$ cat src/rtl/split_track_pkg.sv
// split_track_pkg: request/response field layout shared by the interconnect
// blocks. A request is {valid, addr, wdata, wstrb}, MSB first.
// A response is {rdata, ready}, MSB first.
package split_track_pkg;

    // Width of the write-strobe field: one strobe bit per data byte.
    function automatic int strb_w(input int data_w);
        return data_w / 8;
    endfunction

    // Width of the packed request {valid, addr, wdata, wstrb}.
    function automatic int req_w(input int addr_w, input int data_w);
        return 1 + addr_w + data_w + strb_w(data_w);
    endfunction

    // Width of the packed response {rdata, ready}.
    function automatic int resp_w(input int data_w);
        return data_w + 1;
    endfunction

    // Width of the optional watchdog counter.
    localparam int TMO_CNT_W = 16;

endpackage

$ cat src/rtl/split_track.sv
// split_track: one-master to N-slave split-transaction router.
// IDLE decodes the slave from the top address bits and forwards the request
// combinationally. If the slave stalls, the block moves to BUSY and locks
// onto that slave until it answers.
// Out-of-range slave selects produce a one-cycle error response.
// Optional watchdog: define SPLIT_TRACK_TIMEOUT_EN to enable it. The block
// then abandons a BUSY transaction after TIMEOUT_CYC stalled cycles.
module split_track
    import split_track_pkg::*;
#(
    parameter int N_SLAVES    = 2,
    parameter int DATA_W      = 32,
    parameter int ADDR_W      = 32,
    parameter int P_SLAVES    = $clog2(N_SLAVES),
    parameter int TIMEOUT_CYC = 255,
    localparam int REQ_W      = req_w(ADDR_W, DATA_W),
    localparam int RESP_W     = resp_w(DATA_W)
) (
    input  logic                       clk,
    input  logic                       rst,
    input  logic [REQ_W-1:0]           m_req,
    output logic [RESP_W-1:0]          m_resp,
    output logic [N_SLAVES*REQ_W-1:0]  s_req,
    input  logic [N_SLAVES*RESP_W-1:0] s_resp,
    output logic                       err
);

    typedef enum logic {
        ST_IDLE = 1'b0,
        ST_BUSY = 1'b1
    } state_e;

    // Elaboration-time guard on parameter legality.
    if (N_SLAVES < 2 || N_SLAVES > 16) begin : g_bad_n_slaves
        $error("split_track: N_SLAVES must be within 2..16");
    end
    if (TIMEOUT_CYC < 8 || TIMEOUT_CYC > 65535) begin : g_bad_timeout
        $error("split_track: TIMEOUT_CYC must be within 8..65535");
    end

    // Slave select is the top P_SLAVES address bits.
    function automatic logic [P_SLAVES-1:0] decode_sel(input logic [ADDR_W-1:0] addr);
        return addr[ADDR_W-1 -: P_SLAVES];
    endfunction

    state_e                state_q, state_d;
    logic [P_SLAVES-1:0]   sel_q, sel_d;
    logic                  dec_err_q, dec_err_d;

    logic                  m_valid;
    logic [P_SLAVES-1:0]   sel_dec;
    logic                  dec_bad;
    logic                  busy_ready;
    logic                  timeout_hit;
    logic                  route_en;
    logic [P_SLAVES-1:0]   route_sel;

    logic [REQ_W-1:0]      s_req_arr  [N_SLAVES];
    logic [RESP_W-1:0]     s_resp_arr [N_SLAVES];

    // Unpack / pack the flattened slave buses, one slot per slave.
    for (genvar gi = 0; gi < N_SLAVES; gi++) begin : g_slot
        assign s_resp_arr[gi]              = s_resp[gi*RESP_W +: RESP_W];
        assign s_req[gi*REQ_W +: REQ_W]    = s_req_arr[gi];
    end

    assign m_valid    = m_req[REQ_W-1];
    assign sel_dec    = decode_sel(m_req[REQ_W-2 -: ADDR_W]);
    assign dec_bad    = int'(sel_dec) >= N_SLAVES;
    // sel_q is only out of range while dec_err_q is set, and that path never uses busy_ready.
    assign busy_ready = s_resp_arr[sel_q][0];

`ifdef SPLIT_TRACK_TIMEOUT_EN
    logic [TMO_CNT_W-1:0] tmo_cnt_q, tmo_cnt_d;

    assign timeout_hit = (state_q == ST_BUSY) && !dec_err_q
                         && (tmo_cnt_q == TMO_CNT_W'(TIMEOUT_CYC));

    // Watchdog: held at zero in IDLE, counts stalled BUSY cycles.
    always_comb begin
        tmo_cnt_d = tmo_cnt_q;
        if (state_q == ST_IDLE) begin
            tmo_cnt_d = '0;
        end else if (!busy_ready && !timeout_hit) begin
            tmo_cnt_d = tmo_cnt_q + TMO_CNT_W'(1);
        end
    end

    // Watchdog register.
    always_ff @(posedge clk) begin
        if (rst) begin
            tmo_cnt_q <= '0;
        end else begin
            tmo_cnt_q <= tmo_cnt_d;
        end
    end
`else
    assign timeout_hit = 1'b0;
`endif

    // Output routing: forward to one slave and return its response, or synthesise an error response.
    always_comb begin
        for (int i = 0; i < N_SLAVES; i++) begin
            s_req_arr[i] = '0;
        end
        m_resp    = '0;
        err       = 1'b0;
        route_en  = 1'b0;
        route_sel = sel_q;
        if (!rst) begin
            if (state_q == ST_IDLE) begin
                if (m_valid && !dec_bad) begin
                    route_en  = 1'b1;
                    route_sel = sel_dec;
                end
            end else if (dec_err_q) begin
                m_resp = RESP_W'(1);            // rdata = 0, ready = 1
                err    = 1'b1;
            end else if (timeout_hit) begin
                m_resp = '1;                    // rdata = all ones, ready = 1
                err    = 1'b1;
            end else begin
                route_en  = 1'b1;               // locked to sel_q, address ignored
                route_sel = sel_q;
            end
        end
        if (route_en) begin
            s_req_arr[route_sel] = m_req;
            m_resp               = s_resp_arr[route_sel];
        end
    end

    // Next-state logic for the IDLE/BUSY tracker.
    always_comb begin
        state_d   = state_q;
        sel_d     = sel_q;
        dec_err_d = dec_err_q;
        case (state_q)
            ST_IDLE: begin
                if (m_valid) begin
                    sel_d = sel_dec;
                    if (dec_bad) begin
                        state_d   = ST_BUSY;
                        dec_err_d = 1'b1;
                    end else if (!s_resp_arr[sel_dec][0]) begin
                        state_d = ST_BUSY;
                    end
                end
            end
            ST_BUSY: begin
                if (dec_err_q) begin
                    state_d   = ST_IDLE;
                    dec_err_d = 1'b0;
                end else if (timeout_hit || busy_ready) begin
                    state_d = ST_IDLE;
                end
            end
            default: state_d = ST_IDLE;
        endcase
    end

    // FSM state, locked slave select and decode-error flag.
    always_ff @(posedge clk) begin
        if (rst) begin
            state_q   <= ST_IDLE;
            sel_q     <= '0;
            dec_err_q <= 1'b0;
        end else begin
            state_q   <= state_d;
            sel_q     <= sel_d;
            dec_err_q <= dec_err_d;
        end
    end

endmodule

$ cat config.mk
export PLATFORM = sky130hd
export DESIGN_NAME = split_track
export DESIGN_NICKNAME = d
export VERILOG_FILES = /design/src/rtl/split_track_pkg.sv /design/src/rtl/split_track.sv
export SDC_FILE = /design/constraint.sdc
export NUM_CORES = 1
export LEC_CHECK = 0
export CAP_MARGIN = 25
export CORE_AREA = 2 2 118 120
export CTS_CLUSTER_SIZE = 24
export DETAILED_ROUTE_END_ITERATION = 10
export DIE_AREA = 0 0 120 122
export PLACE_DENSITY = 0.62
export REMOVE_ABC_BUFFERS = 1
export SETUP_SLACK_MARGIN = 0.4
export SYNTH_ARGS = -nofsm -noshare
export SYNTH_HDL_FRONTEND = slang
export SYNTH_SLANG_ARGS = --single-unit
$ cat constraint.sdc
create_clock -name clk -period 1.7 [get_ports clk]
set_input_delay 0.34 -clock clk [delete_from_list [all_inputs] [get_ports clk]]
set_output_delay 0.34 -clock clk [all_outputs]
set_load 0.02 [all_outputs]
==> summary.txt <==
GRT
  – Total track usage: 0.2078
  – Vias in the first global route: between 4,000 and 5,000
  – Initial antenna violation count: 0
  – Gr ovfl total: 0
  – Largest net degree at the start of global routing: between 40 and 50
  – Global-route wire length before repair: ~24,000 microns

Worst setup path
  – Crit Path Category: reg2out
  – Critical Path Fanout Max: 12
  – Worst endpoint required time: between 1 and 1.5 ns
  – Arrival time worst endpoint: 1.83 ns
  – Reg-to-reg setup timing slack: 0.46 ns
  – Crit path launch type: register
  – CP Capture Type: output pin

Synthesis
  – Netlist Area Pre-Place: between 2000 and 2500 sq um
  – Top cells by area, synth: nor2_1, nand2_1, a21o_1
  – Post-synth top area cell: nor2_1
  – Mean post-synth cell area: 4.999 sq um
  – Seq/Total Area, Yosys: 0.01700
  – Warnings from Yosys: 0
  – Yosys cell types: 20
  – Syn Inst Count: ~470
  – Flops & latches, synth: 2
  – Synth top area share: 0.2232

CTS
  – Worst-case clock buffer depth: 2
  – CTS Sinks: 2
  – CTS Buf Count: 3
  – H-tree depth: 1
  – Clk pin slew, worst setup/hold paths: around 0.030 ns
  – Skew-Pair Late Insertion Delay: 0.22 ns
  – Root buf cell: clkbuf_16
  – CTS tree: done

Power
  – Sw power: approximately 1.0 mW
  – Leakage power figure: 2.946 nW
  – Switching Fraction: 0.4264
  – PD cells: 364.7 nW/um^2
  – VDD IR max: 0.0003636 V
  – Part of the power in the clock network: 0.144
  – Part of the power in registers: 0.024
  – Comb power frac: 0.832
  – Internal power: 1.410 mW

Route
  – Routed vias: 4,680
  – Via/cell ratio: 4.742
  – Post-DRT Antenna Nets: 0
  – Metal3 WL: about 1500 microns
  – Met2 wire len: 8787 microns
  – Highest routed layer: met4
  – Drt wl/cell: roughly 18 microns
  – Met1 WL: around 6700 microns
  – Initial drt markers: approximately 240
  – Pre-antenna DRT Iters: 6
  – DRC: 0
  – Total Wirelength: between 15,000 and 20,000 microns

Outcome
  – Status: finished, violations left
  – Failing checks: negative setup slack

STA
  – Final Hold Viols: 0
  – Period Utilization, post-route: 1.276
  – RSZ-0062 raised after global routing: true
  – Max Freq: ~460 MHz
  – Hold WS: approximately 0.45 ns
  – Final slew viol count: 0
  – Count of final setup violators: 171
  – Final Worst Setup Slack: -0.4689 ns
  – Fin crit period: roughly 2.2 ns
  – Skew final: approximately 0.00046 ns

Final layout
  – Ant. Diodes: 0
  – Final #Nets: 946
  – Multi-input logic area: about 2500 sq um
  – Fillcell total: around 1,300
  – Register area: between 40 and 50 sq um
  – Post-route cell area: 6739 sq um
  – Synth-to-Final Area Change: 186.2%
  – Layout cells sized above 1: 0.4089

Die
  – Die ar.: 14,640 sq um
  – Die width: roughly 120 microns
  – Die Ht: around 120 microns
  – Initial Util: 0.1744
  – Placement Rows: between 40 and 50
  – Core area: 13,500 sq um
  – I/O Pins: between 300 and 400

Place
  – GPL Wtd Cong: 1.004
  – DP Area: approximately 6000 sq um
  – Port Buffers: just over 300
  – Post-DP HPWL: around 13,000 microns

Flow run
  – Max-cap violations: 0

Min path
  – Hold Path Class: in2reg
==> power by group through the flow <==
stage | sequential [mW] | combinational, mW | clock [mW]
after floorplan | 0.0686 | 0.657 | 0
after CTS | 0.0593 | 1.82 | 0.359
after global routing | 0.0591 | 2.16 | 0.361
final | 0.0583 | 2.05 | 0.354
after detailed placement | 0.0586 | 1.67 | 0
after global placement | 0.0587 | 1.65 | 0
==> metal layers <==
| layer | global-route usage | vias to the layer above |
|---|---|---|
| met5 | 0 | - |
| met4 | 0.05515 | 0 |
| met3 | 0.04541 | 24 |
| met2 | 0.3750 | 248 |
| met1 | 0.2479 | 2179 |
| li1 | - | 2229 |
==> layout by cell type (no fill, tap or decap), drive strengths merged, types with 3 or more instances in the layout <==
cell | Yosys | layout
nand3b | 33 | 33
nand2 | 101 | 101
a31oi | 33 | 33
clkdlybuf4s50 | 0 | 132
mux2i | 3 | 3
a21o | 33 | 33
nand3 | 33 | 33
buf | 20 | 243
nand2b | 34 | 34
clkbuf | 32 | 8
nor2 | 140 | 140
==> layout make-up <==
| cell class | count | share of cell area |
|---|---|---|
| Clock buffer | 3 | 0.01114 |
| Multi-Input combinational cell | 418 | 0.3773 |
| Timing Repair Buffer | 384 | 0.5715 |
| Sequential cell | 2 | 0.006684 |
| Tap cell | 180 | 0.03342 |
==> critical path, stage by stage, from the launching register on <==
cell and delay [ns]:
dfxtp_2 0.32, nor3b_4 0.17, buf_6 0.14, buf_6 0.10, mux2i_4 0.28, buf_6 0.14, buf_12 0.11, buf_16 0.13
nor2_1 0.05, buf_2 0.16
==> final timing paths <==
path / start / to / depth (start not counted)
worst max register to register: sel_q / state_q / 5
worst min-delay path: rst / state_q / 3
worst min register to register: state_q / state_q / 3
worst max-delay path: state_q / s_req[88] / 9
==> state kept, by name (all words and copies together) (netlist names) <==
name / flops
sel_q: 1
state_q: 1
==> per-stage QoR <==
step,setup slack [ns],utilization,cells,setup TNS [ns],power [mW]
2_1_floorplan,-5.342,-,419,-664.81,0.7257
3_3_place_gp,-1.170,0.4407,957,-180.23,1.712
3_5_place_dp,-1.160,0.4407,957,-180.95,1.733
4_1_cts,-0.4908,0.4483,976,-64.45,2.234
5_1_grt,-0.5320,0.4990,987,-74.25,2.583
6_report,-0.4689,0.4990,987,-63.37,2.458
==> logic make-up (layout without fill, tap and decap cells) <==
group | after synthesis | in the layout | synth area share
simple gates | 343 | 343 | 0.6578
compound gates | 69 | 69 | 0.2040
buf+inv | 52 | 387 | 0.1004
mux | 4 | 5 | 0.01913
flops | 2 | 2 | 0.01700
other cells | 1 | 1 | 0.001593
==> Yosys cell counts <==
cell type	number
a21o_1	33
a31oi_1	33
a32oi_1	1
buf_2	15
buf_4	4
buf_6	1
clkbuf_1	32
conb_1	1
dfxtp_1	2
mux2_4	1
mux2i_1	3
nand2_1	101
nand2b_1	34
nand3_1	33
nand3b_1	33
nor2_1	140
nor2b_1	1
nor3b_2	1
o21ba_2	1
o21bai_1	1
==> timing repair <==
action                                  4_1_cts  5_1_grt
cloned                                        6        6
pin swaps                                    14       23
resized for setup                           856      163
hold buffers                                  0        0
endpoints found under the setup margin      172      172
buffers inserted                             10        5
(Power assumes the default switching activity.)
